### src/rtl/md_issue_ctrl_pkg.sv
// Shared definitions for the mult/div issue controller.
// Holds E-stage md class codes, unit opcodes and default latencies.
package md_issue_ctrl_pkg;

   localparam logic [2:0] MD_NONE  = 3'd0;
   localparam logic [2:0] MD_MULT  = 3'd1;
   localparam logic [2:0] MD_MULTU = 3'd2;
   localparam logic [2:0] MD_DIV   = 3'd3;
   localparam logic [2:0] MD_DIVU  = 3'd4;
   localparam logic [2:0] MD_MTHI  = 3'd5;
   localparam logic [2:0] MD_MTLO  = 3'd6;

   localparam logic [1:0] OP_MULTU = 2'd0;
   localparam logic [1:0] OP_MULT  = 2'd1;
   localparam logic [1:0] OP_DIVU  = 2'd2;
   localparam logic [1:0] OP_DIV   = 2'd3;

   localparam int MULT_LAT_DEF = 5;
   localparam int DIV_LAT_DEF  = 10;
   localparam int CNT_W_DEF    = 4;

   typedef enum logic {
      ST_IDLE = 1'b0,
      ST_RUN  = 1'b1
   } md_state_e;

   // True for the classes that occupy the unit for a full latency.
   function automatic logic md_is_start(input logic [2:0] op);
      return (op == MD_MULT) || (op == MD_MULTU) ||
             (op == MD_DIV)  || (op == MD_DIVU);
   endfunction

   // Class code to unit opcode; non-start classes map to 0.
   function automatic logic [1:0] md_unit_op(input logic [2:0] op);
      logic [1:0] r;
      r = OP_MULTU;
      case (op)
         MD_MULT:  r = OP_MULT;
         MD_MULTU: r = OP_MULTU;
         MD_DIV:   r = OP_DIV;
         MD_DIVU:  r = OP_DIVU;
         default:  r = OP_MULTU;
      endcase
      return r;
   endfunction

endpackage

### src/rtl/md_latency_counter.sv
// Loadable down-counter with zero flag.
// Saturates at zero; load has priority over decrement.
module md_latency_counter #(
   parameter int W = 4
) (
   input  logic         clk_i,
   input  logic         rst_i,
   input  logic         load_i,
   input  logic [W-1:0] load_val_i,
   input  logic         dec_i,
   output logic         zero_o
);

   logic [W-1:0] cnt_q;
   logic [W-1:0] cnt_d;

   // Next count: load, else decrement toward zero.
   always_comb begin
      cnt_d = cnt_q;
      if (load_i) begin
         cnt_d = load_val_i;
      end else if (dec_i && (cnt_q != '0)) begin
         cnt_d = cnt_q - 1'b1;
      end
   end

   // Count register.
   always_ff @(posedge clk_i or posedge rst_i) begin
      if (rst_i) begin
         cnt_q <= '0;
      end else begin
         cnt_q <= cnt_d;
      end
   end

   assign zero_o = (cnt_q == '0);

endmodule

### src/rtl/md_issue_ctrl.sv
// Mult/div issue sequencer between E stage and the mult/div unit.
// Issues strobes, shadows unit latency, stalls D, flags BUSY mismatch.
module md_issue_ctrl
   import md_issue_ctrl_pkg::*;
#(
   parameter int MULT_LAT = MULT_LAT_DEF,
   parameter int DIV_LAT  = DIV_LAT_DEF,
   parameter int CNT_W    = CNT_W_DEF
) (
   input  logic       CLK,
   input  logic       RESET,
   input  logic       E_VALID,
   input  logic [2:0] E_MD_OP,
   input  logic       FLUSH,
   input  logic       D_USE_MD,
   input  logic       MD_BUSY,
   output logic       MD_START,
   output logic [1:0] MD_OP,
   output logic       MD_WE_HI,
   output logic       MD_WE_LO,
   output logic       STALL_D,
   output logic       ERR
);

   localparam logic [CNT_W-1:0] MULT_LD = CNT_W'(MULT_LAT - 1);
   localparam logic [CNT_W-1:0] DIV_LD  = CNT_W'(DIV_LAT - 1);

   md_state_e        state_q;
   md_state_e        state_d;
   logic             err_q;
   logic             err_d;
   logic             run;
   logic             issue_ok;
   logic             start;
   logic             is_div;
   logic             is_md;
   logic             hold_err;
   logic             cnt_load;
   logic             cnt_dec;
   logic             cnt_zero;
   logic [CNT_W-1:0] cnt_ld_val;

   assign run      = (state_q == ST_RUN);
   assign issue_ok = ~RESET & E_VALID & ~FLUSH & ~run;
   assign start    = issue_ok & md_is_start(E_MD_OP);
   assign is_div   = (E_MD_OP == MD_DIV) || (E_MD_OP == MD_DIVU);
   assign is_md    = md_is_start(E_MD_OP) ||
                     (E_MD_OP == MD_MTHI) || (E_MD_OP == MD_MTLO);

   // An unflushed md op sitting in E during RUN means upstream
   // stall logic let it through; it is dropped and reported.
   assign hold_err = run & E_VALID & ~FLUSH & is_md;

   assign cnt_ld_val = is_div ? DIV_LD : MULT_LD;

   assign MD_START = start;
   assign MD_OP    = start ? md_unit_op(E_MD_OP) : OP_MULTU;
   assign MD_WE_HI = issue_ok & (E_MD_OP == MD_MTHI);
   assign MD_WE_LO = issue_ok & (E_MD_OP == MD_MTLO);
   assign STALL_D  = ~RESET & D_USE_MD & (start | run | MD_BUSY);
   assign ERR      = err_q;

   md_latency_counter #(
      .W(CNT_W)
   ) u_cnt (
      .clk_i      (CLK),
      .rst_i      (RESET),
      .load_i     (cnt_load),
      .load_val_i (cnt_ld_val),
      .dec_i      (cnt_dec),
      .zero_o     (cnt_zero)
   );

   // Next state: enter RUN on start, leave when countdown hits zero.
   always_comb begin
      state_d  = state_q;
      cnt_load = 1'b0;
      cnt_dec  = 1'b0;
      case (state_q)
         ST_IDLE: begin
            if (start) begin
               state_d  = ST_RUN;
               cnt_load = 1'b1;
            end
         end
         ST_RUN: begin
            if (cnt_zero) begin
               state_d = ST_IDLE;
            end else begin
               cnt_dec = 1'b1;
            end
         end
         default: state_d = ST_IDLE;
      endcase
   end

   // Sticky error: tracker vs unit BUSY, or md op held in E during RUN.
   always_comb begin
      err_d = err_q | (run != MD_BUSY) | hold_err;
   end

   // State and error registers.
   always_ff @(posedge CLK or posedge RESET) begin
      if (RESET) begin
         state_q <= ST_IDLE;
         err_q   <= 1'b0;
      end else begin
         state_q <= state_d;
         err_q   <= err_d;
      end
   end

endmodule
### config.mk
export PLATFORM = sky130hd
export DESIGN_NAME = md_issue_ctrl
export DESIGN_NICKNAME = d
export VERILOG_FILES = /design/src/rtl/md_issue_ctrl_pkg.sv /design/src/rtl/md_latency_counter.sv /design/src/rtl/md_issue_ctrl.sv
export SDC_FILE = /design/constraint.sdc
export NUM_CORES = 1
export LEC_CHECK = 0
export CAP_MARGIN = 5
export CORE_MARGIN = 2
export CORE_UTILIZATION = 30
export CTS_CLUSTER_SIZE = 12
export DETAILED_ROUTE_END_ITERATION = 10
export PLACE_DENSITY = 0.54
export SLEW_MARGIN = 20
export SYNTH_ARGS = -nofsm -noshare
export SYNTH_HDL_FRONTEND = slang
export SYNTH_HIERARCHICAL = 1
export SYNTH_SLANG_ARGS = --single-unit
### constraint.sdc
create_clock -name CLK -period 2.5 [get_ports CLK]
set_clock_uncertainty 0.2 [all_clocks]
set_input_delay 0.25 -clock CLK [delete_from_list [all_inputs] [get_ports CLK]]
set_output_delay 0.25 -clock CLK [all_outputs]
set_load 0.01 [all_outputs]
==> impl_metrics.toml, run 1 <==
[timing]
layout_worst_path_cycle_share_pct = 95.41
total_count_of_hold_check_failures_in_the_final_report = 0
setup_viol = 0
clock.fmax_mhz = 419.3
rsz0062_at_grt = "no"
hold_slack_ns = 0.06034
totalNegativeSetupSlack_ns = 0
final_max_slew_viol_count = 0
final_period_minus_worst_setup_slack_ns = 2.385

[cts]
root_buffer = "clkbuf_4"
clkSinkCount = 6
numCtsBuffers = 3
cts_buffer_depth = 2
clk_pin_slew_worst_paths_ns = 0.05
htree_num_levels = 1
tritoncts = "done"
cts_post_setup_buffers_inserted = 0
clkLatencyLatePin_ns = 0.24

[detailed_routing]
drcViolationCount = 0
routed_via_density = 4.980
postRouteWirelength_um = 1125
drt_first_pass_iters = 4
wire_per_inst_um = 11.48
vias = 488
first_iter_violations = 11
drt.antenna.violating_nets = 0

[outcome]
status = "completed"

[die]
initial_utilization_pct = 32.06
coreArea_um2 = 1506
num_io_pins = 16
die_h_um = 44.13
die_width_um = 44.13
die_area_um2 = 1947
std_cell_rows = 14

[grt]
aggregate_global_routing_overflow = 0
grt_max_degree = 10
grt_antenna_before_repair = 0
grt_use_total_pct = 14.78
grt_pass1_wl_um = 2090
number_of_global_route_vias_before_repair = 475

[critical_path]
critPathMaxFanout = 5
worst-path-buf-inv = 4
max_stage_delay_ns = 0.52
critical-path-top-delay-family = "buffers and inverters"
timing.critical_path.from_type = "primary input"
critPathArrivalTime_ns = 1.94
startpoint = "FLUSH"
worst_setup_path_end_kind = "output port"
worstPathRequired_ns = 2.05
launch_point_of_the_worst_reg_to_reg_path = "u_cnt/cnt_q[0]"
setup.worst_path.class = "primary input to output port"
crit_path_top_delay_cell = "clkdlybuf4s50_1"
crit_path_cell_trace = "clkdlybuf4s50_1 -> nor4b_2 -> buf_4 -> and3_4 -> buf_4 -> clkdlybuf4s50_1"

[power_and_ir_drop]
static_leakage_nw = 0.3760
power.total_w = 0.0005068
power.ir.vdd_worst_v = 0.0004395
powerDensity_nw_per_um2 = 681.9

[yosys]
synth_top_family_by_area = "simple AND/OR/NAND/NOR gates"
mappedNetlistArea_um2 = 483.0
synthTopCellsByArea = "dfrtp_1 31%, nor4b_2 6.2%, inv_1 5.4%"
yosysWarnings = 6
yosys.area_share.adder_pct = 2.591
synthFlopType = "dfrtp_1"
synth_mux_area_share_pct = 0
ys_types = 31
synth_edf_count = 0
most_used_standard_cell_by_instance_count_after_synthesis = "inv_1"
synth-compound-area-share_pct = 16.84
fraction_of_synthesized_cell_area_taken_by_the_top_area_cell_type_pct = 31.09
synth.largest_area_cell = "dfrtp_1"
post_synth_xor_area_fraction_pct = 1.813
mappedNetlistNets = 66
avgSynthCellArea_um2 = 8.624
synthesis_stage_register_bit_count = 6
synth-seq-area-share_pct = 31.09
synth-simple-area-share_pct = 40.67
post_synth_inst_count = 56
synth.top_cells.by_count = "7 x inv_1, 6 x dfrtp_1, 6 x nand2_1"
synth-async-reset-ratio_pct = 100.0

[place]
place.detailed.hpwl_um = 947.9
portBuffers = 15
routabilityCongestion = 0.7400

[cells_and_area]
areaGrowthSynthToFinish_pct = 53.89
num_antenna_cells = 0
final_layout_size_suffix_gt1_share_pct = 25.61
nets = 94

[hold_path]
min-delay-path-class = "primary input to asynchronous set/reset pin"

[flow_run]
maxCapViolCount = 0
## registers in the layout, summed over array words and instances (netlist names)
signal	count
u_cnt/cnt_q	4
ERR	1
run	1
## logic make-up (layout without fill, tap and decap cells)
logic type | after synthesis | after routing
AOI/OAI and AO/OA | 12 | 12
xor gates and xnor gates | 1 | 1
adders and majority gates | 1 | 1
buffers and inverters | 8 | 34
DFF | 6 | 6
other | 1 | 1
and+or+nand+nor | 27 | 27
## final timing paths
kind	end	slack, ns	cells after the start
worst max-delay path	MD_START	0.11	6
worst min-delay path	ERR	0.06	2
worst max register to register	u_cnt/cnt_q[2]	0.42	9
worst min register to register	ERR	0.28	2
max in group asynchronous	u_cnt/cnt_q[1]	1.85	2
min in group CLK	ERR	0.28	2
## power breakdown
part / internal [W] / switching (W) / total [W]
sequential: 0.000137 / 0.0000401 / 0.000177
clock: 0.0000542 / 0.0000329 / 0.0000871
combinational: 0.000138 / 0.000105 / 0.000243
## stage by stage
step | util (%) | instance area (um2) | cells | worst slack, ns
2_1_floorplan | - | 483.0 | 56 | 0.3908
3_3_place_gp | 47.59 | 716.9 | 95 | 0.02030
3_5_place_dp | 47.59 | 716.9 | 95 | 0.01070
4_1_cts | 49.00 | 738.2 | 98 | 0.04380
5_1_grt | 49.34 | 743.2 | 98 | 0.001502
6_report | 49.34 | 743.2 | 98 | 0.1148
## layer usage
metal  global-route usage (%)  wire length (um)
met5                        0                 0
met4                    1.818                 0
met3                    7.755                80
met2                    22.65               521
met1                    19.05               523
## area by class of cell
type,instances,area (um2)
clock buffer,3,22.52
fill,156,763.2
inverter,7,26.28
multi-input combinational,42,302.8
sequential,6,150.1
tap,16,20.02
timing repair buffer,24,221.5
## cell usage in the layout (no fill, tap or decap), drive strengths merged
cell type,count
clkbuf,3
nor2b,1
clkdlybuf4s50,12
nand2b,1
buf,9
xor2,1
and4b,2
dlygate4sd2,1
dfrtp,6
conb,1
inv,7
or3b,2
nor2,3
o41ai,1
ha,1
a221o,1
a31o,1
and3,3
o311a,1
dlymetal6s2s,2
and2,1
o21ai,4
nor4b,2
o31a,1
nand3,1
nor3b,2
a21oi,3
nor3,1
or3,1
or2,1
nand2,6
## repair_timing
action	in CTS	in global routing
hold buffers	0	0
setup endpoints to repair	1	2
gates resized for setup	1	2
(Power assumes the default switching activity.)
==> run 2, diff against run 1 <==
MAX_ROUTING_LAYER = met4   (was default)
==> impl_metrics.toml, run 2 (synthesized netlist as in run 1, its figures left out) <==
[cells_and_area]
largest_reg_flops = 4
final_layout_size_suffix_gt1_share_pct = 25.61
areaGrowthSynthToFinish_pct = 53.89
layout.cells.most_common = "clkdlybuf4s50_1"
most_used_cells_in_the_layout_excluding_fill_and_tap_cells = "12 x clkdlybuf4s50_1, 9 x buf_4, 7 x inv_1, 6 x dfrtp_1, 6 x nand2_1"
registers.top_by_ff_count = "u_cnt/cnt_q"
num_antenna_cells = 0
nets = 94
utilization_pct = 49.34

[grt]
grt_antenna_before_repair = 0
grt_pass1_wl_um = 2083
aggregate_global_routing_overflow = 0
grt_max_degree = 10
number_of_global_route_vias_before_repair = 476
grt_use_total_pct = 15.23

[place]
portBuffers = 15
routabilityCongestion = 0.7493
place.detailed.hpwl_um = 947.9

[cts]
hold_buffers = 0
clkSinkCount = 6
root_buffer = "clkbuf_4"
clk_pin_slew_worst_paths_ns = 0.04
cts_post_setup_buffers_inserted = 0
cts_buffer_depth = 2
tritoncts = "done"
clkLatencyLatePin_ns = 0.24
htree_num_levels = 1
numCtsBuffers = 3

[timing]
setup_viol = 0
total_count_of_hold_check_failures_in_the_final_report = 0
layout_worst_path_cycle_share_pct = 95.41
totalNegativeSetupSlack_ns = 0
final_max_slew_viol_count = 0
rsz0062_at_grt = "no"
final_period_minus_worst_setup_slack_ns = 2.385
clock.fmax_mhz = 419.2

[die]
num_io_pins = 16
die_h_um = 44.13
initial_utilization_pct = 32.06
die_area_um2 = 1947
std_cell_rows = 14
coreArea_um2 = 1506
die_width_um = 44.13

[detailed_routing]
vias = 483
postRouteWirelength_um = 1137
wire_per_inst_um = 11.60
first_iter_violations = 12
drt.antenna.violating_nets = 0
routed_via_density = 4.929
drt_first_pass_iters = 4
drcViolationCount = 0

[flow_run]
maxCapViolCount = 0

[critical_path]
critPathArrivalTime_ns = 1.94
worstPathRequired_ns = 2.05
worst_setup_path_end_kind = "output port"
setup.worst_path.class = "primary input to output port"
timing.critical_path.from_type = "primary input"
critPathMaxFanout = 5

[power_and_ir_drop]
power.ir.vdd_worst_v = 0.0004447
powerDensity_nw_per_um2 = 685.4
static_leakage_nw = 0.3760

[outcome]
status = "completed"

[hold_path]
min-delay-path-class = "primary input to asynchronous set/reset pin"
## run 2: cell counts in the layout (fill, tap and decap cells not counted)
Identical to the previous run, type by type.
## run 2: path summary, 6_finish.rpt
| check | slack [ns] | cells past startpoint | endpoint | start |
|---|---|---|---|---|
| hold reg to reg | 0.28 | 2 | ERR | ERR |
| hold / removal | 0.06 | 2 | ERR | RESET |
| setup reg to reg | 0.41 | 9 | u_cnt/cnt_q[2] | u_cnt/cnt_q[0] |
| min in group CLK | 0.28 | 2 | ERR | ERR |
| max in group asynchronous | 1.85 | 2 | u_cnt/cnt_q[1] | RESET |
| setup / recovery | 0.11 | 6 | MD_START | FLUSH |
## run 2: what timing repair did
item                       CTS  global route
pin swaps                    0             0
gates resized for setup      1             2
setup endpoints to repair    1             2
## run 2: routing by layer
metal,track usage [%],wire length [um]
met1,19.05,525
met5,-,0
met3,7.755,87
met2,22.65,524
met4,1.818,0
## run 2: area by class of cell
cell class | count | area (um2)
clock buffer | 3 | 22.52
fill | 156 | 763.2
inverter | 7 | 26.28
multi-input combinational | 42 | 302.8
sequential | 6 | 150.1
tap | 16 | 20.02
timing repair buffer | 24 | 221.5
## run 2: power by group
part           internal (W)  switching (W)
logic              0.000138       0.000106
clock network     0.0000542      0.0000335
registers          0.000137      0.0000407
## run 2: stage by stage
stage / instances / power, W / cell area [um2] / hold WS, ns / setup slack [ns]
global placement: 95 / 0.0004187 / 716.9 / 0.2790 / 0.02030
finish: 98 / 0.0005094 / 743.2 / 0.05896 / 0.1148
CTS: 98 / 0.0005131 / 738.2 / 0.05962 / 0.04380
floorplan: 56 / 0.0003384 / 483.0 / -0.2005 / 0.3908
global route: 98 / 0.0005637 / 743.2 / 0.08278 / 0.001503
detailed placement: 95 / 0.0004232 / 716.9 / 0.2826 / 0.01070
## run 2: critical path, cell delays in order
cell             delay (ns)
clkdlybuf4s50_1        0.44
nor4b_2                0.28
buf_4                  0.16
and3_4                 0.17
buf_4                  0.11
clkdlybuf4s50_1        0.52
==> run 3, diff against run 2 <==
RECOVER_POWER = 25   (was default)
==> results of run 3 <==
The final DEF is identical to that of run 2; final timing and power are the same.
